$ cat src/rtl/pipe_stage_reg.sv
// pipe_stage_reg: parametrised inter-stage pipeline register with valid/ready
// handshake, optional two-entry skid buffer, synchronous flush and bubble
// zeroing of the control bundle.
//
// Ports:
//   clk_i        clock, rising edge
//   rst_i        synchronous active-high reset
//   flush_i      synchronous flush, discards all held entries
//   in_valid_i   upstream entry valid
//   in_ready_o   stage accepts an entry this cycle
//   in_data_i    upstream payload   [DATA_W]
//   in_ctrl_i    upstream control   [CTRL_W]
//   out_valid_o  entry presented downstream
//   out_ready_i  downstream accepts the entry
//   out_data_o   payload from the main register
//   out_ctrl_o   control from the main register (zeroed on bubbles if BUBBLE_ZERO)
//   occupancy_o  number of held entries (0..2)
module pipe_stage_reg #(
  parameter int unsigned DATA_W      = 160,
  parameter int unsigned CTRL_W      = 8,
  parameter int unsigned SKID        = 1,
  parameter int unsigned BUBBLE_ZERO = 1
) (
  input  logic              clk_i,
  input  logic              rst_i,
  input  logic              flush_i,
  input  logic              in_valid_i,
  output logic              in_ready_o,
  input  logic [DATA_W-1:0] in_data_i,
  input  logic [CTRL_W-1:0] in_ctrl_i,
  output logic              out_valid_o,
  input  logic              out_ready_i,
  output logic [DATA_W-1:0] out_data_o,
  output logic [CTRL_W-1:0] out_ctrl_o,
  output logic [1:0]        occupancy_o
);

  typedef enum logic [1:0] {
    EMPTY = 2'd0,
    HALF  = 2'd1,
    FULL  = 2'd2
  } stateT;

  stateT             stateQ;
  stateT             stateNext;
  logic [DATA_W-1:0] mainDataQ;
  logic [CTRL_W-1:0] mainCtrlQ;
  logic [DATA_W-1:0] skidDataQ;
  logic [CTRL_W-1:0] skidCtrlQ;
  logic              outValid;
  logic              accept;
  logic              pop;
  logic              loadMainIn;
  logic              loadMainSkid;
  logic              loadSkid;

  assign outValid = (stateQ != EMPTY);
  assign accept   = in_valid_i & in_ready_o;
  assign pop      = outValid & out_ready_i;

  // Next-state and register load selection; flush overrides any transfer.
  always_comb begin
    stateNext    = stateQ;
    loadMainIn   = 1'b0;
    loadMainSkid = 1'b0;
    loadSkid     = 1'b0;
    if (flush_i) begin
      stateNext = EMPTY;
    end else begin
      case (stateQ)
        EMPTY: begin
          if (accept) begin
            stateNext  = HALF;
            loadMainIn = 1'b1;
          end
        end
        HALF: begin
          if (accept && pop) begin
            loadMainIn = 1'b1;
          end else if (accept) begin
            // Without a skid entry, ready implies pop, so this only fires with SKID.
            if (SKID != 0) begin
              stateNext = FULL;
              loadSkid  = 1'b1;
            end else begin
              loadMainIn = 1'b1;
            end
          end else if (pop) begin
            stateNext = EMPTY;
          end
        end
        FULL: begin
          if (pop) begin
            stateNext    = HALF;
            loadMainSkid = 1'b1;
          end
        end
        default: begin
          stateNext = EMPTY;
        end
      endcase
    end
  end

  // State and main entry register; flush leaves the data untouched.
  always_ff @(posedge clk_i) begin
    if (rst_i) begin
      stateQ    <= EMPTY;
      mainDataQ <= '0;
      mainCtrlQ <= '0;
    end else begin
      stateQ <= stateNext;
      if (loadMainIn) begin
        mainDataQ <= in_data_i;
        mainCtrlQ <= in_ctrl_i;
      end else if (loadMainSkid) begin
        mainDataQ <= skidDataQ;
        mainCtrlQ <= skidCtrlQ;
      end
    end
  end

  generate
    if (SKID != 0) begin : gSkid
      logic inReadyQ;

      // Skid entry plus registered ready, so out_ready_i never reaches in_ready_o.
      always_ff @(posedge clk_i) begin
        if (rst_i) begin
          skidDataQ <= '0;
          skidCtrlQ <= '0;
          inReadyQ  <= 1'b1;
        end else begin
          if (loadSkid) begin
            skidDataQ <= in_data_i;
            skidCtrlQ <= in_ctrl_i;
          end
          inReadyQ <= (stateNext != FULL);
        end
      end

      assign in_ready_o = inReadyQ;
    end else begin : gNoSkid
      assign skidDataQ  = '0;
      assign skidCtrlQ  = '0;
      assign in_ready_o = ~outValid | out_ready_i;
    end
  endgenerate

  // Occupancy decode of the state register.
  always_comb begin
    occupancy_o = 2'd0;
    case (stateQ)
      HALF:    occupancy_o = 2'd1;
      FULL:    occupancy_o = 2'd2;
      default: occupancy_o = 2'd0;
    endcase
  end

  assign out_valid_o = outValid;
  assign out_data_o  = mainDataQ;

  // Bubbles carry zero control so they can never write state downstream.
  generate
    if (BUBBLE_ZERO != 0) begin : gBubbleZero
      assign out_ctrl_o = outValid ? mainCtrlQ : '0;
    end else begin : gBubbleKeep
      assign out_ctrl_o = mainCtrlQ;
    end
  endgenerate

  // Upstream must hold its payload while stalled.
  aInStable : assert property (@(posedge clk_i) disable iff (rst_i)
    (in_valid_i && !in_ready_o && !flush_i) |=>
      (!in_valid_i || ($stable(in_data_i) && $stable(in_ctrl_i))));

  // A presented entry only leaves through a pop or a flush.
  aOutHold : assert property (@(posedge clk_i) disable iff (rst_i)
    (out_valid_o && !out_ready_i && !flush_i) |=> out_valid_o);

endmodule
$ cat config.mk
export PLATFORM = sky130hd
export DESIGN_NAME = pipe_stage_reg
export DESIGN_NICKNAME = d
export VERILOG_FILES = /design/src/rtl/pipe_stage_reg.sv
export SDC_FILE = /design/constraint.sdc
export NUM_CORES = 1
export LEC_CHECK = 0
export ABC_CLOCK_PERIOD_IN_PS = 2000
export CAP_MARGIN = 5
export CORE_MARGIN = 2
export CORE_UTILIZATION = 40
export DETAILED_ROUTE_END_ITERATION = 10
export HOLD_SLACK_MARGIN = 0.15
export PLACE_DENSITY_LB_ADDON = 0.08
export SLEW_MARGIN = 20
export SYNTH_ARGS = -nofsm -noshare
export SYNTH_HDL_FRONTEND = slang
export SYNTH_SLANG_ARGS = --single-unit
$ cat constraint.sdc
create_clock -name clk_i -period 2 [get_ports clk_i]
set_input_delay 0.2 -clock clk_i [delete_from_list [all_inputs] [get_ports clk_i]]
set_output_delay 0.2 -clock clk_i [all_outputs]
set_load 0.05 [all_outputs]
==> qor.txt, run 1 <==
Internal Pwr Total - 12600 uW
Critical setup path kind - flip-flop to primary output
Max Fclk - 0.511 GHz
Period minus WS final - 1.96 ns
Share of power burned in the clock network - 42.9%
Total of endpoints with negative setup slack in the final report - 0
Final setup slack of the worst path - 0.0433 ns
Sum of negative setup slack - 0 ns
Power density over cell area - 883 nW/um^2
Number of buffer cells added on primary ports - 344
Maximum number of pins on one net before global-route repair - 91
Initial antenna violation count - 6
Maximum fanout encountered on the critical timing path - 2
Reg clk slew, reported paths - 0.06 ns
Number of unique standard cell types used by synthesis - 23
Synth area leaders - dfxtp_1 49%, nand2_1 18%, a311oi_2 11%
Fill cell count - 3032
Wire length of the first global-routing pass - 64400 um
Yosys warns - 0
Sequential-to-total area share from yosys stat - 49.3%
Clock Root Buffer - clkbuf_16
Crit Reg-Reg Endpoint - out_data_o[123]
Sequential standard cell area - 6790 um^2
Crit-path max cell delay - 0.84 ns
Net count after synthesis - 1866
Multi-input combinational cell area - 6290 um^2
Overall routing resource usage - 22.0%
Mapped Cells - 1693
Status - finished clean
Count of vias placed by the detailed router - 12700
Detailed route wirelength on metal3 - 2850 um
Synthesized flop and latch total - 339
Final nets - 2161
Number of buffers between clock root and the deepest sink - 3
Leading cell types in the layout, fill and taps excluded - 674 x nand2_1, 338 x dfxtp_1, 332 x clkdlybuf4s50_1, 168 x nor2_1, 168 x a21oi_1
Boundary pin count - 345
Arrival time worst endpoint - 1.76 ns
Type of destination of the critical path - primary output
Number of sinks handled by clock tree synthesis - 339
Share of power burned in registers - 42.2%
CTS Buf Count - 38
Worst reg-to-reg path cell count - 4
Via/cell ratio - 5.16
Leakage power - 0.00657 uW
Final core utilization - 57.3%
Number of pins with negative max-slew slack in the final report - 0
Launching instance or port of the critical path - out_data_o[32]
Hold depth - 3
Detailed route wirelength on metal2 - 18500 um
Die Height - 190 um
Worst setup slack after placement - -0.0293 ns
1st-iter DRT viols - 753
Congestion Overflow GR - 0
Switching component of the power - 4480 uW
Layout cell share with drive strength beyond 1 - 12.1%
Routed wire length - 40700 um
Final antenna-violating net count - 0
Reg-to-reg startpoint - stateQ[0]
Final design instance area without fill - 19300 um^2
Clock latency at the later pin of the worst-skew pair - 0.51 ns
Die outline area - 35900 um^2
Post-detailed-route wirelength per cell - 16.5 um
Period utilisation layout - 97.8%
Uppermost layer routed - met5
Switching part of the total - 26.3%
Number of standard cells in the layout, taps in and fillers out - 2468
Syn-to-layout area delta - 40.2%
Setup bufs post-CTS - 0
Internal reg-to-reg setup slack - 0.14 ns
Series of cell instances along the critical path - clkdlybuf4s50_1
Worst slew margin relative to its limit - 61.4%
Worst hold path class - input port to flip-flop
Share of the synthesized area in the top cell type - 49.3%
Top cell family by delay on the critical path - buffers and inverters
Tightest Pin Transition - 0.578 ns
Worst Clk Skew - 0.0121 ns
Overall die width - 190 um
Worst Path Required - 1.80 ns
Netlist area before placement - 13800 um^2
Number of max-cap violations - 0
Slowest CP cell - clkdlybuf4s50_1
Remaining design rule violation count - 0
Count of buffering cells on the critical path with inverters included - 1
Peak ir drop on the vdd network - 0.000630 V
Final number of hold-violating endpoints - 0
End point of the critical path - out_data_o[32]
Most common library cell in the layout ignoring fill and taps - nand2_1
Cell accounting for the most synthesized area - dfxtp_1
Placed standard-cell area - 18000 um^2
RSZ-0062 raised after global routing - no
Number of H-tree levels - 2
CTS tree - done
Critical path startpoint category - flip-flop
Row count - 67
Vias in the first global route - 12000
Comb pwr share - 14.9%
Mean instance size in the synthesized netlist - 8.14 um^2
Wl on met1 - 18400 um
Number of stages on the worst setup path - 1
Detailed-router iteration count before antenna repair - 5
Half-perimeter wire length after detailed placement - 26500 um
Cell total after placement - 2395
Starting Density - 40.9%
Core Region - 33700 um^2
Global placer's final weighted congestion - 0.771
-- cell usage after synthesis --
cell type  count
nand2_1      674
dfxtp_1      339
nor2_1       169
a21oi_1      168
a311oi_2     100
clkbuf_1      91
a311oi_1      68
buf_2         46
buf_6         11
nor2b_1       10
buf_4          3
inv_1          2
or4_1          2
a31oi_1        1
and2b_1        1
and3b_1        1
mux2i_1        1
nand3b_1       1
nor3_1         1
nor4b_2        1
o21a_1         1
o22a_1         1
or4b_1         1
-- cell type report --
cell class / count / share of cell area [%]
antenna: 3 / 0.0389
clock buffer: 58 / 6.26
clock inverter: 11 / 0.673
inverter: 2 / 0.0389
multi-input combinational: 1201 / 32.6
sequential: 339 / 35.1
tap: 448 / 2.90
timing repair buffer: 406 / 22.4
-- state kept, by name, indices dropped and copies added, names as in the netlist --
register and cells:
in_ready_o 1, mainCtrlQ 8, out_data_o 160, skidCtrlQ 8, skidDataQ 160, stateQ 2
-- stage by stage --
| stage | total power [uW] | hold slack (ns) |
|---|---|---|
| finish | 17100 | 0.262 |
| global route | 17700 | 0.261 |
| global placement | 9870 | 0.441 |
| detailed placement | 9890 | 0.447 |
| floorplan | 8820 | 0.277 |
| CTS | 17200 | 0.241 |
-- kinds of logic (layout without fill, tap and decap cells) --
group | after synthesis | after routing | synth area share [%]
flip-flops | 339 | 339 | 49.3
buffers and inverters | 153 | 477 | 5.27
AND/OR/NAND/NOR | 861 | 861 | 23.9
multiplexers | 1 | 1 | 0.0727
AO/OA/AOI/OAI | 339 | 339 | 21.5
other | 0 | 3 | 0
-- worst reg2reg max path: stages (launching register included) --
cell      delay, ns
dfxtp_1        0.35
nor2b_1        0.16
or4_4          0.60
buf_12         0.25
a311oi_1       0.39
-- repair_timing --
action | in CTS | in global routing
gates resized for setup | 1 | 0
hold buffers | 1 | 0
endpoints found under the hold margin | 26 | 0
setup endpoints to repair | 3 | 0
-- worst min-delay path by stage --
stage,slack (ns),from,to
after floorplan,0.28,flush_i,stateQ[0]
after global placement,0.44,skidDataQ[79],skidDataQ[79]
after detailed placement,0.45,skidDataQ[74],skidDataQ[74]
after CTS,0.24,in_data_i[61],skidDataQ[61]
after global routing,0.26,in_data_i[125],skidDataQ[125]
final,0.26,in_data_i[61],skidDataQ[61]
-- metal layers --
metal | GRT usage, % | vias up
met5 | 0 | -
met4 | 6.38 | 4
met3 | 4.72 | 61
met2 | 34.4 | 380
met1 | 30.6 | 6000
li1 | - | 6278
-- power groups by stage --
stage / clock network [uW] / logic (uW) / registers [uW]
2_1_floorplan: 0 / 734 / 8080
3_3_place_gp: 0 / 2530 / 7340
3_5_place_dp: 0 / 2550 / 7340
4_1_cts: 7490 / 2560 / 7200
5_1_grt: 7790 / 2690 / 7220
6_report: 7320 / 2550 / 7200
No activity file was read; power rests on OpenSTA's default activity.
==> inputs of run 2 (changes only) <==
--- a/config.mk
+++ b/config.mk
@@ -8,7 +8,8 @@
 export ABC_CLOCK_PERIOD_IN_PS = 2000
 export CAP_MARGIN = 5
 export CORE_MARGIN = 2
-export CORE_UTILIZATION = 40
+export CORE_UTILIZATION = 49
+export CTS_BUF_LIST = sky130_fd_sc_hd__clkbuf_16
 export DETAILED_ROUTE_END_ITERATION = 10
 export HOLD_SLACK_MARGIN = 0.15
 export PLACE_DENSITY_LB_ADDON = 0.08
==> run 2 against run 1 <==
Against the previous run:
- sequential cell count unchanged
- die area down 18%
- hold slack better by 0.014 ns
- critical path depth grew 3
- first-iteration DRC count is 29% higher
- routed wire length down 4.1%
- critical endpoint is now out_data_o[137]
- largest power group is now registers
==> qor.txt, run 2 (synthesis gave the netlist of run 1 again) <==
Boundary pin count - 345 (unchanged)
Period utilisation layout - 97.2% (-0.68 points)
Sum of internal, switching and leakage power - 15800 uW (-7.7%)
Routed wire length - 39000 um (-4.1%)
Period minus WS final - 1.94 ns (-0.0136 ns)
Worst hold path class - input port to flip-flop
Syn-to-layout area delta - 35.8%
Row count - 61 (-9.0%)
Final setup slack of the worst path - 0.0569 ns (+0.0136 ns)
Tightest Pin Transition - 0.601 ns (+0.0238 ns)
Count of vias placed by the detailed router - 12700 (+0.17%)
Critical path startpoint category - flip-flop
Fill cell count - 2272 (-25%)
Overall routing resource usage - 25.5% (+3.5 points)
Share of power burned in the clock network - 38.2% (-4.7 points)
Core Region - 27700 um^2 (-18%)
Remaining design rule violation count - 0 (unchanged)
Worst slew margin relative to its limit - 59.8% (-1.6 points)
Number of pins with negative max-slew slack in the final report - 0 (unchanged)
Switching component of the power - 4290 uW (-4.4%)
Number of H-tree levels - 2 (unchanged)
Final nets - 2148 (-0.60%)
Worst Path Required - 2.39 ns (+0.59 ns)
Clock latency at the later pin of the worst-skew pair - 0.50 ns (about the same)
Most common library cell in the layout ignoring fill and taps - nand2_1
Global placer's final weighted congestion - 0.802 (+4.1%)
Leakage power - 0.00633 uW (-3.6%)
Detailed-router iteration count before antenna repair - 5 (unchanged)
Launching instance or port of the critical path - stateQ[0]
Status - finished clean
Series of cell instances along the critical path - nor2b_1 > or4_4 > buf_12 > a311oi_1
Internal Pwr Total - 11500 uW (-8.8%)
Total of endpoints with negative setup slack in the final report - 0 (unchanged)
Worst setup slack after placement - -0.0850 ns (-0.0558 ns)
Number of sinks handled by clock tree synthesis - 339 (unchanged)
Share of power burned in registers - 45.7% (+3.5 points)
Maximum number of pins on one net before global-route repair - 112 (+23%)
Comb pwr share - 16.1% (+1.2 points)
Slowest CP cell - or4_4
Maximum fanout encountered on the critical timing path - 111 (+109)
Power density over cell area - 842 nW/um^2 (-4.6%)
Critical setup path kind - flip-flop to flip-flop
Congestion Overflow GR - 0 (unchanged)
Crit Reg-Reg Endpoint - out_data_o[137]
Die Height - 172 um (-9.4%)
Vias in the first global route - 11800 (-1.4%)
Leading cell types in the layout, fill and taps excluded - 674 x nand2_1, 338 x dfxtp_1, 332 x clkdlybuf4s50_1, 168 x nor2_1, 168 x a21oi_1
Starting Density - 49.7% (+8.8 points)
Final number of hold-violating endpoints - 0 (unchanged)
Type of destination of the critical path - flip-flop
Layout cell share with drive strength beyond 1 - 10.7% (-1.5 points)
Reg clk slew, reported paths - 0.06 ns (about the same)
Number of max-cap violations - 0 (unchanged)
Internal reg-to-reg setup slack - 0.06 ns (-0.08 ns)
CTS Buf Count - 37 (-2.6%)
Worst reg-to-reg path cell count - 4 (unchanged)
Peak ir drop on the vdd network - 0.000624 V (-0.94%)
Final core utilization - 67.5% (+10 points)
Half-perimeter wire length after detailed placement - 25300 um (-4.5%)
Die outline area - 29500 um^2 (-18%)
Crit-path max cell delay - 0.60 ns (-0.24 ns)
CTS tree - done
Reg-to-reg startpoint - stateQ[0]
Top cell family by delay on the critical path - simple AND/OR/NAND/NOR gates
Wire length of the first global-routing pass - 61200 um (-5.0%)
RSZ-0062 raised after global routing - no
Worst Clk Skew - 0.0142 ns (+0.00203 ns)
Final antenna-violating net count - 0 (unchanged)
1st-iter DRT viols - 972 (+29%)
Switching part of the total - 27.2% (+0.94 points)
Max Fclk - 0.515 GHz (+0.70%)
End point of the critical path - out_data_o[137]
Number of buffer cells added on primary ports - 344 (unchanged)
Number of stages on the worst setup path - 4 (+3)
Via/cell ratio - 5.37 (+4.1%)
Count of buffering cells on the critical path with inverters included - 1 (unchanged)
Clock Root Buffer - clkbuf_16
Arrival time worst endpoint - 2.33 ns (+0.57 ns)
Post-detailed-route wirelength per cell - 16.4 um (-0.31%)
Initial antenna violation count - 2 (-4)
Overall die width - 172 um (-9.4%)
Number of buffers between clock root and the deepest sink - 3 (unchanged)
==> run 2: through the flow <==
step | hold slack (ns) | area, um^2 | setup TNS (ns) | cells
finish | 0.276 | 18700 | 0 | 2375
CTS | 0.261 | 18700 | 0 | 2373
global placement | 0.441 | 17600 | -0.963 | 2313
floorplan | 0.277 | 13800 | -8.30 | 1693
global route | 0.283 | 18700 | 0 | 2373
detailed placement | 0.447 | 17600 | -4.69 | 2313
==> run 2: layout make-up <==
| class | instances | area (um^2) | area share, % |
|---|---|---|---|
| Clock buffer | 37 | 926 | 4.95 |
| Sequential cell | 339 | 6790 | 36.3 |
| Timing Repair Buffer | 394 | 4100 | 21.9 |
| Antenna cell | 2 | 5.00 | 0.0268 |
| Clock inverter | 22 | 116 | 0.622 |
| Multi-Input combinational cell | 1201 | 6290 | 33.6 |
| Tap cell | 378 | 473 | 2.53 |
| Inverter | 2 | 7.51 | 0.0401 |
==> run 2: what timing repair did <==
| action | CTS | global route |
|---|---|---|
| buffers inserted | 0 | 0 |
| hold buffers | 1 | 0 |
| endpoints found under the setup margin | 9 | 0 |
| gates resized for setup | 1 | 0 |
| endpoints found under the hold margin | 22 | 0 |
==> run 2: worst min-delay path by stage <==
stage             startpoint             to  slack (ns)  cells after the start
6_report       in_data_i[11]  skidDataQ[11]        0.28                      3
5_1_grt        in_data_i[56]  skidDataQ[56]        0.28                      3
4_1_cts        in_data_i[85]  skidDataQ[85]        0.26                      3
3_5_place_dp   skidDataQ[27]  skidDataQ[27]        0.45                      2
3_3_place_gp   skidDataQ[56]  skidDataQ[56]        0.44                      2
2_1_floorplan        flush_i      stateQ[0]        0.28                      1
==> run 2: power by group through the flow <==
| stage | Clock [uW] | Combinational (uW) | Sequential (uW) |
|---|---|---|---|
| 6_report | 6020 | 2540 | 7200 |
| 3_3_place_gp | 0 | 2510 | 7340 |
| 4_1_cts | 6140 | 2550 | 7200 |
| 2_1_floorplan | 0 | 734 | 8080 |
| 3_5_place_dp | 0 | 2530 | 7340 |
| 5_1_grt | 6410 | 2680 | 7220 |
==> run 2: tightest hold or removal path, delay by kind of cell <==
| kind | cells | cell delay (ns) |
|---|---|---|
| AO/OA/AOI/OAI | 1 | 0.05 |
| buffers and inverters | 1 | 0.42 |
| AND/OR/NAND/NOR | 1 | 0.07 |
==> run 2: per-layer routing <==
metal,wire [um],vias to the layer above,global-route usage [%]
met3,3140,69,6.03
met2,18000,401,41.1
met1,16800,6042,34.0
li1,-,6232,-
met4,1030,0,7.63
met5,0,-,0
